<file path="src/rtl/cpu_pkg.sv">
// rtl/cpu_pkg.sv - shared fetch-path types, FSM encoding and reset vector default
package cpu_pkg;

    typedef logic [15:0] addr_t;
    typedef logic [15:0] instr_t;

    typedef enum logic [1:0] {
        S_REQ  = 2'd0,
        S_WAIT = 2'd1,
        S_HALT = 2'd2
    } fetch_state_t;

    localparam addr_t RESET_VECTOR_DEFAULT = 16'h0000;

endpackage

</file>
<file path="src/rtl/pc_fetch_unit.sv">
// rtl/pc_fetch_unit.sv - instruction fetch FSM with redirect/halt handling
// Optional PC wrap trap enabled by defining PC_WRAP_TRAP_EN (adds fetch_fault port).
module pc_fetch_unit
    import cpu_pkg::*;
#(
    parameter addr_t RESET_VECTOR = RESET_VECTOR_DEFAULT
) (
    input  logic        clk,
    input  logic        rst_n,
    output addr_t       pc_out,
    input  addr_t       next_address,
    input  logic        branch_taken,
    input  addr_t       branch_target,
    input  logic        stall,
    input  logic        halt_req,
    output logic        imem_req_valid,
    output addr_t       imem_req_addr,
    input  logic        imem_req_ready,
    input  logic        imem_rsp_valid,
    input  instr_t      imem_rsp_data,
    output logic        instr_valid,
    output instr_t      instr,
    output logic        halted
`ifdef PC_WRAP_TRAP_EN
    ,
    output logic        fetch_fault
`endif
);

    fetch_state_t state;
    logic         redir_pend;
    addr_t        redir_target;
    logic         halt_pend;
    logic         wrap_hit;

`ifdef PC_WRAP_TRAP_EN
    assign wrap_hit = (next_address < pc_out);
`else
    assign wrap_hit = 1'b0;
`endif

    assign imem_req_addr = pc_out;
    assign halted        = (state == S_HALT);

    always_ff @(posedge clk or negedge rst_n) begin
        if (!rst_n) begin
            state          <= S_REQ;
            pc_out         <= RESET_VECTOR;
            imem_req_valid <= 1'b0;
            instr_valid    <= 1'b0;
            instr          <= '0;
            redir_pend     <= 1'b0;
            redir_target   <= '0;
            halt_pend      <= 1'b0;
`ifdef PC_WRAP_TRAP_EN
            fetch_fault    <= 1'b0;
`endif
        end else begin
            instr_valid <= 1'b0;
            case (state)
                S_REQ: begin
                    if (!imem_req_valid) begin
                        // Idle redirect lands in pc_out directly; a request raised on the
                        // same edge already carries the new address.
                        if (branch_taken) begin
                            pc_out <= branch_target;
                        end
                        if (halt_req) begin
                            state <= S_HALT;
                        end else if (!stall) begin
                            imem_req_valid <= 1'b1;
                        end
                    end else begin
                        if (branch_taken) begin
                            redir_pend   <= 1'b1;
                            redir_target <= branch_target;
                        end
                        if (halt_req) begin
                            halt_pend <= 1'b1;
                        end
                        if (imem_req_ready) begin
                            imem_req_valid <= 1'b0;
                            state          <= S_WAIT;
                        end
                    end
                end
                S_WAIT: begin
                    if (imem_rsp_valid) begin
                        redir_pend <= 1'b0;
                        halt_pend  <= 1'b0;
                        if (branch_taken) begin
                            pc_out <= branch_target;
                        end else if (redir_pend) begin
                            pc_out <= redir_target;
                        end else begin
                            instr       <= imem_rsp_data;
                            instr_valid <= 1'b1;
`ifdef PC_WRAP_TRAP_EN
                            if (wrap_hit) begin
                                fetch_fault <= 1'b1;
                            end else begin
                                pc_out <= next_address;
                            end
`else
                            pc_out <= next_address;
`endif
                        end
                        if (halt_pend || halt_req ||
                            (wrap_hit && !branch_taken && !redir_pend)) begin
                            state <= S_HALT;
                        end else begin
                            state <= S_REQ;
                        end
                    end else begin
                        if (branch_taken) begin
                            redir_pend   <= 1'b1;
                            redir_target <= branch_target;
                        end
                        if (halt_req) begin
                            halt_pend <= 1'b1;
                        end
                    end
                end
                S_HALT: begin
                    imem_req_valid <= 1'b0;
                end
                default: begin
                    state <= S_REQ;
                end
            endcase
        end
    end

endmodule

</file>
<file path="config.mk">
export PLATFORM = sky130hd
export DESIGN_NAME = pc_fetch_unit
export DESIGN_NICKNAME = d
export VERILOG_FILES = /design/src/rtl/cpu_pkg.sv /design/src/rtl/pc_fetch_unit.sv
export SDC_FILE = /design/constraint.sdc
export NUM_CORES = 1
export LEC_CHECK = 0
export ABC_AREA = 1
export CORE_UTILIZATION = 40
export CTS_CLUSTER_SIZE = 16
export DETAILED_ROUTE_END_ITERATION = 10
export GPL_TIMING_DRIVEN = 0
export PLACE_DENSITY = 0.74
export SYNTH_ARGS = -nofsm -noshare
export SYNTH_HDL_FRONTEND = slang
export SYNTH_SLANG_ARGS = --single-unit
</file>
<file path="constraint.sdc">
create_clock -name clk -period 2.1 [get_ports clk]
set_input_delay 0.42 -clock clk [delete_from_list [all_inputs] [get_ports clk]]
set_output_delay 0.42 -clock clk [all_outputs]
set_load 0.01 [all_outputs]
</file>
==> results of run 1 <==
==> critical path, delay by kind of cell (launching register included) <==
kind	cells	cell delay, ps
and+or+nand+nor	1	90
DFF	1	450
buffers and inverters	3	710
==> power groups by stage <==
stage                     registers, mW  clock network, mW  logic, mW
final                              1.07              0.686      0.272
after global routing               1.07              0.755      0.295
after CTS                          1.07              0.706      0.276
after detailed placement           1.09                  0      0.274
after global placement             1.09                  0      0.269
after floorplan                    1.09                  0     0.0638
==> cell usage in the layout, fill, tap and decap left out <==
| cell type | netlist | routed |
|---|---|---|
| nor2_1 | 4 | 4 |
| or2_2 | 1 | 1 |
| buf_12 | 0 | 1 |
| o21ai_1 | 1 | 1 |
| clkinv_2 | 1 | 1 |
| clkdlybuf4s50_1 | 0 | 104 |
| nand2_1 | 241 | 241 |
| nand3_4 | 1 | 1 |
| nand3_1 | 3 | 3 |
| o21ai_0 | 1 | 1 |
| clkbuf_8 | 0 | 5 |
| o211ai_1 | 1 | 1 |
| inv_1 | 6 | 6 |
| nand4_1 | 16 | 16 |
| buf_6 | 1 | 1 |
| bufinv_16 | 0 | 1 |
| dfrtp_1 | 54 | 54 |
| nand2_2 | 1 | 1 |
| clkbuf_1 | 2 | 4 |
| buf_1 | 2 | 2 |
| inv_2 | 3 | 3 |
| nor2_4 | 2 | 2 |
| clkinv_1 | 1 | 1 |
| buf_2 | 7 | 8 |
| nor2_2 | 1 | 1 |
| a21oi_1 | 1 | 1 |
| buf_4 | 18 | 18 |
| nand2_4 | 3 | 3 |
==> through the flow <==
step / area [um^2] / hold slack, ps / TNS, ps
global route: 4009 / 37.90 / 0
global placement: 3887 / 453.1 / -58190
floorplan: 2740 / 124.4 / 0
finish: 4009 / 24.80 / 0
detailed placement: 3902 / 365.4 / 0
CTS: 4009 / 31.07 / 0
==> sequential cells by signal, summed over array words and instances, names as in the netlist <==
| register | flops |
|---|---|
| halt_pend | 1 |
| imem_req_addr | 16 |
| imem_req_valid | 1 |
| instr | 16 |
| instr_valid | 1 |
| redir_pend | 1 |
| redir_target | 16 |
| state | 2 |
==> synth_stat cells <==
library cell / instances
a21oi_1: 1
o21ai_0: 1
nand2_4: 3
o211ai_1: 1
inv_2: 3
buf_6: 1
buf_2: 7
nand2_2: 1
buf_4: 18
o21ai_1: 1
dfrtp_1: 54
clkinv_1: 1
clkbuf_1: 2
buf_1: 2
nor2_4: 2
inv_1: 6
nand3_1: 3
or2_2: 1
nor2_1: 4
nand2_1: 241
nand4_1: 16
nor2_2: 1
clkinv_2: 1
nand3_4: 1
==> cell families after synthesis <==
kind of cell / after synthesis
and+or+nand+nor: 273
buffers and inverters: 41
DFF: 54
AOI/OAI and AO/OA: 4
==> layer usage <==
layer	vias up	track usage, %	part of all wire (%)
met1	1176	25.30	45
li1	1352	-	-
met2	95	33.63	47
met3	9	4.916	6.9
met4	0	4.777	1.2
met5	-	0	0
==> worst min-delay path by stage <==
stage | startpoint | endpoint | slack (ps) | cells after the start
final | rst_n | imem_req_addr[3] | 20 | 1
after global routing | rst_n | imem_req_addr[9] | 40 | 1
after CTS | rst_n | imem_req_valid | 30 | 1
after detailed placement | rst_n | imem_req_addr[14] | 370 | 1
after global placement | redir_target[8] | redir_target[8] | 450 | 2
after floorplan | rst_n | halt_pend | 120 | 0
==> area by class of cell <==
class	count	area, um^2	share of cell area [%]
Inverter	11	42.54	1.061
Clock inverter	1	30.03	0.7491
Clock buffer	7	76.32	1.904
Multi-Input combinational cell	277	1150	28.68
Tap cell	77	96.34	2.403
Buffer	30	196.4	4.900
Timing Repair Buffer	106	1066	26.59
Sequential cell	54	1351	33.71
==> metrics.yaml, run 1 <==
sta:
  tightest_slew_ps: 533.2
  clock_skew_ps: 6.000
  period_needed_ps: 1967
  finalSetupViolCount: 0
  relSlewSlack_pct: 64.45
  fmax_mhz: 508.5
  setup_ws_ps: 133.4
  final.period_utilization_pct: 93.65
  finalMaxSlewViolations: 0
  finalHoldViolCount: 0
  rsz0062_at_grt: "false"
global_route:
  antenna_found_initial: 0
  grt_pass1_wl_um: 11340
  track_usage_pct: 19.74
  grt_pass1_vias: 2450
  grt_max_degree: 41
  grt_remaining_overflow: 0
synthesis:
  synth_top_family_by_area: "simple AND/OR/NAND/NOR gates"
  syn-instance-count: 372
  ys_warn_count: 0
  synth_compound_area_share_pct: 0.8219
  seq_area_frac_synth_pct: 49.32
  synthSimpleGateAreaFrac_pct: 41.14
  synth_area_mm2: 0.002740
  synth_top_cell_area_share_pct: 49.32
  synth-xor-area-share_pct: 0
  synth_area_leaders: "dfrtp_1 49%, nand2_1 33%, buf_4 4.9%, nand4_1 3.7%, buf_2 1.3%"
  synthesis.nets: 427
  syn_area_per_cell_um2: 7.366
  yosysTopAreaCell: "dfrtp_1"
  synth_fa_ha_area_share_pct: 0
  synth_mux_area_share_pct: 0
  yosysUniqueCellTypes: 24
  ys_ff_latch: 54
cts:
  hold_buffers: 0
  post_cts_buffers: 0
  clock-sinks: 54
  cts_inserted_buffers: 5
  htree_levels: 2
  clkLatencyLatePin_ps: 300
  cts_resized: 0
  clk_pin_slew_ps: 90
  cts_tree: "yes"
  clock_path_buffers: 2
  cts_root_buffer: "clkbuf_8"
drt:
  first_pass_iters: 8
  wirelength_um: 6836
  ant_nets: 0
  wire_per_inst_um: 12.14
  vias: 2632
  routed_via_density: 4.675
  drc: 5
  drt_iter0_drc: 144
power_and_ir_drop:
  p_comb_share_pct: 13.4
  swShare_pct: 21.60
  clkPwrFrac_pct: 33.9
  p_leak_nw: 2.088
  p_sw_mw: 0.4373
  vdd_drop_max_mv: 0.2461
  seq_power_share_pct: 52.7
  p_int_mw: 1.588
  power_mw: 2.025
  power.density_mw_per_mm2: 505.1
status:
  status: "finished with violations"
  violations: "design-rule violations"
cells_and_area:
  final_core_util_pct: 61.72
  nets: 540
  drive_gt1_share_pct: 9.671
  n_antenna_cell: 0
  fillers: 592
  instances_no_fill: 563
  area_growth_pct: 46.30
setup_path:
  r2r_cells: 9
  critPathLaunchType: "register"
  r2r-end: "imem_req_addr[7]"
  r2r-start: "redir_pend"
  end_kind: "primary output"
  crit_chain: "inv_2 > nand2_1 > inv_1 > clkdlybuf4s50_1"
  r2r_setup_slack_ps: 530
  crit_start: "state[0]"
  slowest_delay_ps: 530
  cp.arrival_ps: 1550
  critical_path_class: "register to primary output"
  crit_path_max_fanout: 6
  endpoint: "halted"
  crit_slowest_cell: "clkdlybuf4s50_1"
  required_ps: 1680
run:
  cap_viol_max_count: 0
place:
  pre_cts_slack_ps: 121.8
  gp_congestion: 0.7819
  port-buffer-count: 105
  dp_hpwl_um: 5002
  dp.cells: 555
floorplan:
  core_area_mm2: 0.006495
  num_io_pins: 106
  initial_core_util_pct: 42.19
  fp.dieH_um: 84.77
  row_count: 29
  die-area_mm2: 0.007185
  die_w_um: 84.77
worst_hold_path:
  hold_path.class: "input pin to async pin"
(Power assumes the default switching activity.)
==> run 2: changes to the inputs <==
--- a/config.mk
+++ b/config.mk
@@ -6,6 +6,7 @@
 export NUM_CORES = 1
 export LEC_CHECK = 0
 export ABC_AREA = 1
+export CAP_MARGIN = 15
 export CORE_UTILIZATION = 40
 export CTS_CLUSTER_SIZE = 16
 export DETAILED_ROUTE_END_ITERATION = 10
==> results of run 2 <==
The final DEF is identical to that of run 1; final timing and power are the same.
==> run 3: changes to the inputs <==
--- a/config.mk
+++ b/config.mk
@@ -8,10 +8,9 @@
 export ABC_AREA = 1
 export CAP_MARGIN = 15
 export CORE_UTILIZATION = 40
-export CTS_CLUSTER_SIZE = 16
 export DETAILED_ROUTE_END_ITERATION = 10
 export GPL_TIMING_DRIVEN = 0
-export PLACE_DENSITY = 0.74
+export PLACE_DENSITY = 0.77
 export SYNTH_ARGS = -nofsm -noshare
 export SYNTH_HDL_FRONTEND = slang
 export SYNTH_SLANG_ARGS = --single-unit
==> constraint.sdc (replaced) <==
create_clock -name clk -period 1.75 [get_ports clk]
set_input_delay 0.35 -clock clk [delete_from_list [all_inputs] [get_ports clk]]
set_output_delay 0.35 -clock clk [all_outputs]
set_load 0.01 [all_outputs]
==> metrics.yaml, run 3 (synthesized netlist as in run 1, its figures left out) <==
power_and_ir_drop:
  p_sw_mw: 0.5270
  power.density_mw_per_mm2: 602.8
  swShare_pct: 21.73
  p_comb_share_pct: 13.5
  clkPwrFrac_pct: 33.7
  vdd_drop_max_mv: 0.3249
  p_leak_nw: 2.096
  seq_power_share_pct: 52.8
  p_int_mw: 1.898
cells_and_area:
  layout.area.seq_mm2: 0.001354
  drive_gt1_share_pct: 10.88
  final_core_util_pct: 61.93
  n_antenna_cell: 0
  multi_input_area_mm2: 0.001152
  mostFrequentLayoutCells: "240 x nand2_1, 103 x clkdlybuf4s50_1, 52 x dfrtp_1, 19 x buf_4, 16 x nand4_1"
  fillers: 589
  final_area_mm2: 0.004023
  final_common_cell: "nand2_1"
  nets: 541
  area_growth_pct: 46.80
place:
  dp_hpwl_um: 5067
  gp_congestion: 0.7616
  place_area_mm2: 0.003902
  port-buffer-count: 105
sta:
  finalSetupViolCount: 0
  finalMaxSlewViolations: 0
  relSlewSlack_pct: 57.38
  hold-worst-slack_ps: 57.11
  setup_tns_ps: 0
  tightest_slew_ps: 639.3
  final.period_utilization_pct: 96.44
  rsz0062_at_grt: "false"
  period_needed_ps: 1688
  fmax_mhz: 592.5
  clock_skew_ps: 7.101
  finalHoldViolCount: 0
setup_path:
  critPathLaunchType: "register"
  slowest_delay_ps: 530
  cp.arrival_ps: 1340
  required_ps: 1400
  r2r_cells: 8
  crit_path_max_fanout: 3
  r2r-end: "imem_req_addr[8]"
  r2r_setup_slack_ps: 170
  end_kind: "primary output"
  critical_path_class: "register to primary output"
  crit_chain: "buf_4 > clkdlybuf4s50_1"
  critical-path-top-delay-family: "buffers and inverters"
  crit_buf_inv: 2
  crit_slowest_cell: "clkdlybuf4s50_1"
  r2r-start: "state[0]"
global_route:
  grt_max_degree: 29
  antenna_found_initial: 0
  grt_remaining_overflow: 0
  track_usage_pct: 20.30
  grt_pass1_wl_um: 11760
  grt_pass1_vias: 2572
floorplan:
  initial_core_util_pct: 42.19
  num_io_pins: 106
  row_count: 29
  fp.dieH_um: 84.77
  die-area_mm2: 0.007185
  core_area_mm2: 0.006495
  die_w_um: 84.77
cts:
  cts_tree: "yes"
  clk_pin_slew_ps: 90
  htree_levels: 2
  clock-sinks: 54
  cts_inserted_buffers: 5
  hold_buffers: 0
  clock_path_buffers: 2
  cts_root_buffer: "clkbuf_8"
  clkLatencyLatePin_ps: 300
drt:
  drt_iter0_drc: 170
  ant_nets: 0
  drc: 7
  wire_per_inst_um: 12.14
  first_pass_iters: 8
  wirelength_um: 6849
  routed_via_density: 4.750
  vias: 2679
run:
  cap_viol_max_count: 0
status:
  violations: "design-rule violations"
  status: "finished with violations"
worst_hold_path:
  hold_path.class: "input pin to async pin"
## run 3: cell count changes in the layout (fill, tap and decap cells not counted)
cell and delta:
buf_4 +1, clkbuf_1 -2, nand2_2 +1, dlygate4sd2_1 +1
dfrtp_1 -2, clkdlybuf4s50_1 -1, clkinv_2 +2, nand2_1 -1
dfrtp_2 +2
## run 3: repair_timing
action | CTS | global route
endpoints found under the setup margin | 1 | 3
gates resized for setup | 3 | 1
hold endpoints to repair | 0 | 0
setup buffers | 1 | 0
## run 3: cell type report
| type | instances | area share (%) |
|---|---|---|
| multi-input cells | 277 | 28.65 |
| well taps | 77 | 2.395 |
| plain buffers | 30 | 4.883 |
| clock inverters | 3 | 0.9953 |
| flip-flops and latches | 54 | 33.65 |
| repair buffers | 107 | 26.66 |
| clock buffers | 5 | 1.711 |
| inverters | 11 | 1.058 |
## run 3: worst reg2reg max path: stages, from the launching register on
cell and delay, ps:
dfrtp_2 430, buf_4 160, nor2_2 170, o21ai_1 110, nand2_2 160, inv_2 100, buf_2 210, nand2_1 110
nand2_1 50
## run 3: how the worst max path moves through the flow
stage | end | slack (ps) | startpoint | depth (start not counted)
global route | imem_req_addr[8] | 3 | redir_pend | 9
finish | pc_out[13] | 60 | imem_req_addr[13] | 2
floorplan | redir_target[0] | 420 | state[1] | 7
CTS | pc_out[13] | 60 | imem_req_addr[13] | 2
detailed placement | instr[11] | -150 | branch_taken | 8
global placement | instr[3] | -1370 | rst_n | 1
## run 3: power groups by stage
| stage | combinational, mW | clock (mW) | sequential, mW |
|---|---|---|---|
| 3_3_place_gp | 0.324 | 0 | 1.30 |
| 2_1_floorplan | 0.0766 | 0 | 1.31 |
| 5_1_grt | 0.354 | 0.902 | 1.28 |
| 3_5_place_dp | 0.330 | 0 | 1.31 |
| 6_report | 0.327 | 0.818 | 1.28 |
| 4_1_cts | 0.332 | 0.845 | 1.28 |
## run 3: per-stage QoR
stage               worst slack (ps)  power, mW  cells
finish                         62.27      2.425    564
floorplan                      416.5      1.390    372
global placement               -1369      1.628    554
global route                   3.456      2.540    564
detailed placement            -152.1      1.635    555
CTS                            58.13      2.457    564
## run 3: metal layers
metal  vias to the layer above  global-route usage, %  wire length [um]
met3                         6                  3.343               329
met5                         -                      0                 0
met2                        74                  36.36              3397
li1                       1354                      -                 -
met4                         0                  5.085                57
met1                      1245                  25.52              3064
